==> src/rtl/sub32_pkg.sv <==
// Shared constants and state encoding for the sequential 32-bit subtractor.
package sub32_pkg;
  localparam int WIDTH  = 32;
  localparam int SLICE  = 8;
  localparam int NSLICE = 4;
  localparam int CNT_W  = 2;

  typedef enum logic [1:0] {
    ST_IDLE = 2'd0,
    ST_CALC = 2'd1,
    ST_DONE = 2'd2
  } state_t;
endpackage

==> src/rtl/sub32_seq_cla8.sv <==
// Combinational 8-bit carry-lookahead adder: s = a + b + ci, co = carry out.
// Every carry is expanded directly from generate/propagate terms and ci,
// so no carry depends on another carry.
module cla8 (
  input  logic [7:0] a,
  input  logic [7:0] b,
  input  logic       ci,
  output logic [7:0] s,
  output logic       co
);
  logic [7:0] w_g;
  logic [7:0] w_p;
  logic [8:0] w_c;

  assign w_g = a & b;
  assign w_p = a ^ b;

  // Lookahead carries: c[i+1] = g[i] | p[i]g[i-1] | ... | p[i..0]ci
  always_comb begin
    logic v_cy;
    logic v_pp;
    w_c    = '0;
    w_c[0] = ci;
    for (int i = 0; i < 8; i++) begin
      v_cy = 1'b0;
      v_pp = 1'b1;
      for (int j = i; j >= 0; j--) begin
        v_cy = v_cy | (v_pp & w_g[j]);
        v_pp = v_pp & w_p[j];
      end
      w_c[i+1] = v_cy | (v_pp & ci);
    end
  end

  assign s  = w_p ^ w_c[7:0];
  assign co = w_c[8];
endmodule

==> src/rtl/sub32_seq.sv <==
// Sequential 32-bit subtractor: d = a - b - bi computed one 8-bit slice per
// cycle through a single shared cla8 (a + ~b + ~bi). Valid/ready on both sides.
// WIDTH must equal SLICE * NSLICE and SLICE must match the 8-bit cla8.
module sub32_seq
  import sub32_pkg::*;
#(
  parameter int WIDTH = sub32_pkg::WIDTH,
  parameter int SLICE = sub32_pkg::SLICE
) (
  input  logic             clk,
  input  logic             reset,
  input  logic             i_valid,
  output logic             i_ready,
  input  logic [WIDTH-1:0] a,
  input  logic [WIDTH-1:0] b,
  input  logic             bi,
  output logic             o_valid,
  input  logic             o_ready,
  output logic [WIDTH-1:0] d,
  output logic             bo
);
  state_t             r_state;
  logic [CNT_W-1:0]   r_cnt;
  logic [WIDTH-1:0]   r_a;
  logic [WIDTH-1:0]   r_nb;
  logic               r_c;
  logic [WIDTH-1:0]   r_d;
  logic               r_bo;
  logic               r_ovalid;

  logic               w_accept;
  logic [SLICE-1:0]   w_a_sl;
  logic [SLICE-1:0]   w_nb_sl;
  logic [SLICE-1:0]   w_s;
  logic               w_co;
  logic               w_last;

  // i_ready comes from the state register only: no input-to-output path.
  assign i_ready  = (r_state == ST_IDLE);
  assign w_accept = i_ready & i_valid;
  assign w_last   = (r_cnt == CNT_W'(NSLICE - 1));

  // Slice mux: select the operand bytes addressed by the slice counter.
  assign w_a_sl  = r_a[int'(r_cnt) * SLICE +: SLICE];
  assign w_nb_sl = r_nb[int'(r_cnt) * SLICE +: SLICE];

  cla8 u_cla8 (
    .a  (w_a_sl),
    .b  (w_nb_sl),
    .ci (r_c),
    .s  (w_s),
    .co (w_co)
  );

  // Operand capture at acceptance; operands need no reset value.
  always_ff @(posedge clk) begin
    if (w_accept) begin
      r_a  <= a;
      r_nb <= ~b;
    end
  end

  // Control FSM with slice counter, carry chain and registered result.
  always_ff @(posedge clk or posedge reset) begin
    if (reset) begin
      r_state  <= ST_IDLE;
      r_cnt    <= '0;
      r_c      <= 1'b0;
      r_d      <= '0;
      r_bo     <= 1'b0;
      r_ovalid <= 1'b0;
    end else begin
      case (r_state)
        ST_IDLE: begin
          if (i_valid) begin
            r_c     <= ~bi;
            r_cnt   <= '0;
            r_state <= ST_CALC;
          end
        end
        ST_CALC: begin
          r_d[int'(r_cnt) * SLICE +: SLICE] <= w_s;
          r_c   <= w_co;
          r_cnt <= r_cnt + CNT_W'(1);
          if (w_last) begin
            // A missing carry out of the top slice means a borrow.
            r_bo     <= ~w_co;
            r_ovalid <= 1'b1;
            r_state  <= ST_DONE;
          end
        end
        ST_DONE: begin
          if (o_ready) begin
            r_ovalid <= 1'b0;
            r_state  <= ST_IDLE;
          end
        end
        default: begin
          r_ovalid <= 1'b0;
          r_state  <= ST_IDLE;
        end
      endcase
    end
  end

  assign o_valid = r_ovalid;
  assign d       = r_d;
  assign bo      = r_bo;
endmodule

==> config.mk <==
export PLATFORM = sky130hd
export DESIGN_NAME = sub32_seq
export DESIGN_NICKNAME = d
export VERILOG_FILES = /design/src/rtl/sub32_pkg.sv /design/src/rtl/sub32_seq_cla8.sv /design/src/rtl/sub32_seq.sv
export SDC_FILE = /design/constraint.sdc
export NUM_CORES = 1
export LEC_CHECK = 0
export BUFFER_PORTS_ARGS = -buffer_cell sky130_fd_sc_hd__buf_2
export CAP_MARGIN = 20
export CORE_ASPECT_RATIO = 1.25
export CORE_MARGIN = 2
export CORE_UTILIZATION = 40
export CTS_CLUSTER_DIAMETER = 80
export DETAILED_ROUTE_END_ITERATION = 8
export PLACE_DENSITY = 0.66
export REMOVE_ABC_BUFFERS = 1
export SYNTH_ARGS = -nofsm -noshare
export SYNTH_HDL_FRONTEND = slang
export SYNTH_SLANG_ARGS = --single-unit
==> constraint.sdc <==
create_clock -name clk -period 3.2 [get_ports clk]
set_input_delay 0.64 -clock clk [delete_from_list [all_inputs] [get_ports clk]]
set_output_delay 0.64 -clock clk [all_outputs]
set_load 0.01 [all_outputs]
==> results by group, run 1 <==
Detailed routing
  • Drt pass-1 iters: 4
  • Remaining antenna violation count: 0
  • Drt via density: 5.30
  • DR vias: 2909
  • Initial DRC Count: around 120
  • Final WL: 9.22 mm
  • Remaining DRCs: 0
  • Routed WL per cell: ~17 um

Clock tree
  • CTS sink cnt: 103
  • Clock Latency Late Sink: 0.34 ns
  • Clock slew at the register clock pins of the worst setup and hold paths: 0.06 ns
  • TritonCTS clock tree: built
  • CTS Buf Count: 9
  • H-tree Lvls: 3
  • CTS max path bufs: 2
  • Hold-fix buffers at CTS: 0
  • Total setup buffers inserted after CTS: 0
  • Clock root buffer: clkbuf_16
  • Post-CTS sizing: 0

Critical path
  • Crit path arrival time: around 3.1 ns
  • CP Class: flop to flop
  • Crit path capture type: flop
  • Max FO, Critical Path: 16
  • Critical Path RT: 3.43 ns
  • Startpoint types: flop

Timing
  • RSZ-0062 raised after global routing: no
  • Final TNS setup: 0 ns
  • Fin. max-slew vios: 0
  • Fin crit share: 90.3%
  • Setup Skew: 0.00867 ns
  • Worst-Margin Slew: 0.817 ns
  • Shortest period the worst path allows: about 2.9 ns
  • Setup-failing EPs final: 0
  • Fmax: 0.346 GHz
  • Final hold vios: 0
  • Slew HR: 45.4%
  • Final hold slack: 0.411 ns

Place
  • GP Congestion: 0.881
  • DP Wirelength: 6.71 mm
  • Placed Instances: 534
  • Port buffer count: 103

Job
  • Max-cap viol count: 0

Yosys
  • Async set or reset register ratio after synthesis: between 30% and 40%
  • Area share of the largest cell type after synthesis: roughly 42%
  • Post-synth top cells: edfxtp_1 (64), dfrtp_1 (39), inv_1 (36)
  • Top cells by area, synth: edfxtp_1 (42%), dfrtp_1 (21%), mux4_2 (7.9%)
  • EDFF count, synth: 64
  • Netlist cell types: 49
  • Most frequent cell after synthesis: edfxtp_1
  • Sequential area share after synthesis: a little under two thirds
  • Synth Warn #: 0
  • Flops & latches, synth: 103
  • Yosys top cell by area: edfxtp_1
  • Dominant synthesized flop cell: edfxtp_1
  • Synthesized instance count: about 300
  • Mean Syn Cell Area: around 15 um^2
  • Synthesized area: roughly 4500 um^2

Global routing
  • Grt total ovfl: 0
  • First-pass GRT wire length: 14.5 mm
  • Total Routing Usage GR: about 16%
  • Largest net degree at the start of global routing: 65
  • Vias in the first global route: 2905
  • Initial antenna violation count: 0

Cells and area
  • Finished Layout Cells: 549
  • Area growth syn-to-layout: 22.8%
  • Layout cell share with drive strength beyond 1: 37.2%
  • Nets: approximately 490
  • ANT cells: 0

Floorplan
  • I/O pins: around 100
  • Core Region: 11100 um^2
  • Die height: 123 um
  • Core Rows: 43
  • Die width: approximately 99 um
  • Starting Density: 41.0%
  • Die Area: 12200 um^2

Power
  • Static Leak: 2.48 nW
  • Design Power: 0.00584 W
  • Worst VDD drop: 0.508 mV
  • PwrDens: 1050 nW/um^2

Outcome
  • Status: finished clean

Hold path
  • Hold/Removal Path Class: input port to async pin
-- cells by family (layout without fill, tap and decap cells) --
| kind of cell | count (synthesis) | count (layout) | synth area share (%) |
|---|---|---|---|
| AO/OA/AOI/OAI | 59 | 59 | 10.9 |
| XOR/XNOR | 4 | 4 | 0.771 |
| adder cells (fa/ha/maj) | 15 | 15 | 4.29 |
| buffers and inverters | 45 | 161 | 3.99 |
| flip-flops | 103 | 103 | 63.7 |
| multiplexers | 17 | 17 | 8.15 |
| AND/OR/NAND/NOR | 55 | 55 | 8.20 |
-- final cells by class --
class,instances,area [um^2]
clock buffers,9,225
clock inverters,6,83.8
fillers,943,5500
inverters,36,135
multi-input cells,150,1470
flip-flops and latches,103,2900
well taps,135,169
repair buffers,110,606
-- stage by stage --
stage / area, um^2 / util [%] / worst slack, ns
floorplan: 4500 / - / 0.0542
global placement: 5280 / 47.6 / 0.348
detailed placement: 5280 / 47.6 / 0.341
CTS: 5590 / 50.4 / 0.309
global route: 5590 / 50.4 / 0.0434
finish: 5590 / 50.4 / 0.310
-- sequential cells by signal, indices dropped and copies added, names as in the netlist --
name / flops
r_nb: 32
o_valid: 1
r_c: 1
r_cnt: 2
r_state: 2
d: 32
r_a: 32
bo: 1
-- path summary, 6_finish.rpt --
path | from | to | slack, ns | depth (start not counted)
max | r_cnt[0] | d[12] | 0.31 | 7
min | reset | d[25] | 0.41 | 3
max reg2reg | r_cnt[0] | d[12] | 0.31 | 7
min reg2reg | d[30] | d[30] | 0.48 | 2
max in group asynchronous | reset | d[11] | 2.44 | 3
min in group clk | a[22] | r_a[22] | 0.47 | 1
-- per-layer routing --
layer | vias up | GRT usage, % | share of wire (%)
li1 | 1362 | - | -
met1 | 1421 | 19.4 | 42
met2 | 110 | 25.8 | 50
met3 | 16 | 4.07 | 6.9
met4 | 0 | 6.68 | 1.9
met5 | - | 0 | 0
-- layout by cell type, fill, tap and decap left out, types with 3 or more instances in the layout --
master | synthesis | layout
o21ai_0 | 8 | 8
nand2_1 | 14 | 14
a32oi_1 | 4 | 4
nand4_1 | 4 | 4
nor2_1 | 7 | 7
a22o_1 | 19 | 19
ha_1 | 14 | 14
edfxtp_1 | 64 | 64
inv_1 | 36 | 36
buf_4 | 0 | 4
dfrtp_1 | 39 | 39
xnor2_1 | 3 | 3
a21oi_1 | 3 | 3
nand3_1 | 5 | 5
mux4_2 | 16 | 16
buf_12 | 0 | 3
clkbuf_16 | 0 | 9
o31ai_1 | 5 | 5
a2111o_1 | 4 | 4
o21bai_1 | 3 | 3
nor4b_2 | 3 | 3
buf_2 | 4 | 103
-- report_power, final --
| group | leakage [nW] | switching [W] | internal (W) |
|---|---|---|---|
| combinational | 1.22 | 0.00159 | 0.00114 |
| sequential | 1.11 | 0.000190 | 0.00179 |
| clock | 0.147 | 0.000462 | 0.000678 |
| total | 2.48 | 0.00224 | 0.00360 |
-- critical path, stage by stage, from the launching register on --
cell and delay, ns:
dfrtp_1 0.39, buf_12 0.20, mux4_2 0.52, ha_1 0.39, and3_1 0.22, a2111oi_0 0.59
xnor2_1 0.24, a22o_1 0.24
Note: power is estimated with default switching activity, not from simulation.
==> inputs of run 2 (changes only) <==
- ABC_AREA: unset -> 1
- PLACE_DENSITY: 0.66 -> 0.67
==> run 2 against run 1 <==
Against the previous run:
- setup slack gained 0.27 ns
- sequential power is essentially flat
- area after synthesis shrank 1.6%
- first-iteration DRC count grew 7.7%
- register-to-register slack gained 0.27 ns
- critical path type unchanged
- largest cell class unchanged
- highest routed layer unchanged
==> results by group, run 2 <==
Clock tree
  • Clock root buffer: clkbuf_16 (unchanged)
  • CTS max path bufs: 2 (unchanged)
  • Clock slew at the register clock pins of the worst setup and hold paths: 0.07 ns (was 0.06 ns)
  • CTS sink cnt: 103 (unchanged)
  • Clock Latency Late Sink: 0.35 ns (was 0.34 ns)
  • TritonCTS clock tree: built (unchanged)
  • Total setup buffers inserted after CTS: 0 (unchanged)
  • CTS Buf Count: 9 (unchanged)
  • H-tree Lvls: 3 (unchanged)
  • Hold-fix buffers at CTS: 0 (unchanged)
  • Post-CTS sizing: 0 (unchanged)

Critical path
  • Critical Path RT: 3.49 ns (was 3.43 ns)
  • Crit path capture type: flop (unchanged)
  • Crit path arrival time: 2.91 ns (was 3.12 ns)
  • Worst Path Buf+Inv: 1 (unchanged)
  • CP Class: flop to flop (unchanged)
  • Slowest-stage cell, CP: inv_2 (was a2111oi_0)
  • Max FO, Critical Path: 38 (was 16)
  • Crit path cell chain: inv_2 -> o21ai_0 -> o22ai_1 -> ha_1 -> nand2_1 -> nand2_1 -> nand3_1 -> nand2_2 -> nand2_2 -> o21ai_0 -> nor2_1 -> nand4_1 -> nand2_1 (was buf_12 -> mux4_2 -> ha_1 -> and3_1 -> a2111oi_0 -> xnor2_1 -> a22o_1)
  • Most common cell on crit path: nand2_1
  • Largest delay share family, worst path: simple AND/OR/NAND/NOR gates (was compound AO/OA/AOI/OAI gates)
  • Startpoint types: flop (unchanged)
  • CP max stage delay: 0.47 ns (was 0.59 ns)

Cells and area
  • Fillcell total: 1054 (was 943)
  • Layout cell share with drive strength beyond 1: 26.8% (was 37.2%)
  • Util after Layout: 50.0% (was 50.4%)
  • Most common cell after layout, fill and taps aside: buf_2 (unchanged)
  • Area growth syn-to-layout: 22.7% (was 22.8%)
  • Most frequent cells in the layout: buf_2 (103), nand2_1 (67), edfxtp_1 (64) (was buf_2 (103), edfxtp_1 (64), dfrtp_1 (39))
  • Nets: 609 (was 494)
  • ANT cells: 0 (unchanged)

Yosys
  • Most frequent cell after synthesis: nand2_1 (was edfxtp_1)
  • Synthesized area: 4470 um^2 (was 4550 um^2)
  • Synthesized instance count: 417 (was 298)
  • Flops & latches, synth: 103 (unchanged)
  • Dominant synthesized flop cell: edfxtp_1 (unchanged)
  • Mean Syn Cell Area: 10.7 um^2 (was 15.3 um^2)
  • Netlist cell types: 33 (was 49)
  • Sequential area share after synthesis: 64.8% (was 63.7%)
  • Top cells by area, synth: edfxtp_1 (43%), dfrtp_1 (22%), o21ai_0 (5.7%) (was edfxtp_1 (42%), dfrtp_1 (21%), mux4_2 (7.9%))
  • Yosys top cell by area: edfxtp_1 (unchanged)
  • Async set or reset register ratio after synthesis: 37.9% (unchanged)
  • Synth Warn #: 0 (unchanged)
  • Area share of the largest cell type after synthesis: 43.0% (was 42.3%)
  • EDFF count, synth: 64 (unchanged)
  • Post-synth top cells: nand2_1 (67), edfxtp_1 (64), inv_1 (60) (was edfxtp_1 (64), dfrtp_1 (39), inv_1 (36))

Floorplan
  • Starting Density: 40.8% (was 41.0%)
  • Core Rows: 43 (unchanged)
  • Core Region: 11000 um^2 (was 11100 um^2)
  • Die width: 98.6 um (was 99.4 um)
  • I/O pins: 104 (unchanged)
  • Die Area: 12100 um^2 (was 12200 um^2)
  • Die height: 122 um (was 123 um)

Power
  • PwrDens: 1050 nW/um^2 (about the same)
  • Design Power: 0.00574 W (was 0.00584 W)
  • Static Leak: 2.62 nW (was 2.48 nW)
  • Worst VDD drop: 0.453 mV (was 0.508 mV)

Detailed routing
  • Drt via density: 4.84 (was 5.30)
  • Final WL: 9.43 mm (was 9.22 mm)
  • Initial DRC Count: 126 (was 117)
  • Routed WL per cell: 14.2 um (was 16.8 um)
  • Drt pass-1 iters: 7 (was 4)
  • DR vias: 3216 (was 2909)
  • Remaining DRCs: 0 (unchanged)
  • Remaining antenna violation count: 0 (unchanged)

Timing
  • Final TNS setup: 0 ns (unchanged)
  • RSZ-0062 raised after global routing: no (unchanged)
  • Setup Skew: 0.00788 ns (was 0.00867 ns)
  • Fin. max-slew vios: 0 (unchanged)
  • Shortest period the worst path allows: 2.62 ns (was 2.89 ns)
  • Final hold vios: 0 (unchanged)
  • Fmax: 0.382 GHz (was 0.346 GHz)
  • Fin crit share: 81.7% (was 90.3%)
  • Setup ws final: 0.585 ns (was 0.310 ns)
  • Setup-failing EPs final: 0 (unchanged)
  • Slew HR: 57.8% (was 45.4%)
  • Worst-Margin Slew: 0.633 ns (was 0.817 ns)

Place
  • Worst slack, placed: 0.624 ns (was 0.341 ns)
  • DP Wirelength: 6.65 mm (was 6.71 mm)
  • GP Congestion: 0.811 (was 0.881)
  • Port buffer count: 103 (unchanged)

Global routing
  • First-pass GRT wire length: 15.2 mm (was 14.5 mm)
  • Grt total ovfl: 0 (unchanged)
  • Initial antenna violation count: 0 (unchanged)
  • Total Routing Usage GR: 16.2% (was 15.6%)
  • Vias in the first global route: 3204 (was 2905)
  • Largest net degree at the start of global routing: 67 (was 65)

Outcome
  • Status: finished clean (unchanged)

Hold path
  • Hold/Removal Path Class: input port to async pin (unchanged)

Job
  • Max-cap viol count: 0 (unchanged)
-- run 2: changes by cell type in the layout (fill, tap and decap cells not counted), sizes merged, moves of 6 or more --
| cell | delta |
|---|---|
| mux4 | -16 |
| inv | +29 |
| o21ai | +48 |
| a22o | -18 |
| nor2 | +41 |
| o22ai | +18 |
| nand2 | +57 |
| nand3 | +6 |
-- run 2: cells by family after synthesis --
family | Yosys count | synth area share [%]
compound gates | 83 | 10.4
fa+ha+maj | 15 | 4.36
flops | 103 | 64.8
buf+inv | 75 | 6.32
simple gates | 140 | 13.9
xor+xnor | 1 | 0.196
-- run 2: per-layer routing --
metal  routed length, um  share of wire [%]  vias up  global-route usage (%)
met5                   0                  0        -                       0
met4                 289                3.1        0                    10.0
met3                 572                6.1       18                    3.13
met2                4540                 48      118                    26.1
met1                4030                 43     1469                    20.4
li1                    -                  -     1611                       -
-- run 2: report_power, final --
part / internal [W] / total, W / switching [W] / leakage [nW]
clock: 0.000696 / 0.00116 / 0.000468 / 0.164
sequential: 0.00180 / 0.00195 / 0.000147 / 1.12
combinational: 0.000883 / 0.00262 / 0.00174 / 1.33
total: 0.00338 / 0.00574 / 0.00236 / 2.62
-- run 2: final cells by class --
class | instances | area (um^2) | area share, %
Sequential cell | 103 | 2900 | 52.8
Tap cell | 135 | 169 | 3.08
Timing Repair Buffer | 107 | 558 | 10.2
Multi-Input combinational cell | 239 | 1290 | 23.6
Inverter | 65 | 244 | 4.44
Clock inverter | 4 | 48.8 | 0.889
Clock buffer | 12 | 278 | 5.06
-- run 2: path summary, 6_finish.rpt --
path / depth (start not counted) / slack [ns] / end / start
setup / recovery: 13 / 0.58 / d[30] / r_cnt[0]
hold / removal: 3 / 0.39 / d[26] / reset
setup reg to reg: 13 / 0.58 / d[30] / r_cnt[0]
hold reg to reg: 2 / 0.48 / d[8] / d[8]
max in group asynchronous: 3 / 2.46 / d[6] / reset
min in group clk: 1 / 0.46 / r_a[0] / a[0]
-- run 2: stage by stage --
stage                     instance area (um^2)  hold WS (ns)  instances
final                                     5490         0.395        665
after global routing                      5490         0.443        665
after CTS                                 5490         0.413        665
after detailed placement                  5160         0.471        649
after global placement                    5160         0.462        649
after floorplan                           4440         0.515        407
-- run 2: worst reg2reg max path, cell delays in order, from the launching register on --
cell and delay (ns):
dfrtp_1 0.39, inv_2 0.47, o21ai_0 0.19, o22ai_1 0.27, ha_1 0.30, nand2_1 0.06
nand2_1 0.08, nand3_1 0.09, nand2_2 0.08, nand2_2 0.08, o21ai_0 0.11, nor2_1 0.24
nand4_1 0.12, nand2_1 0.08
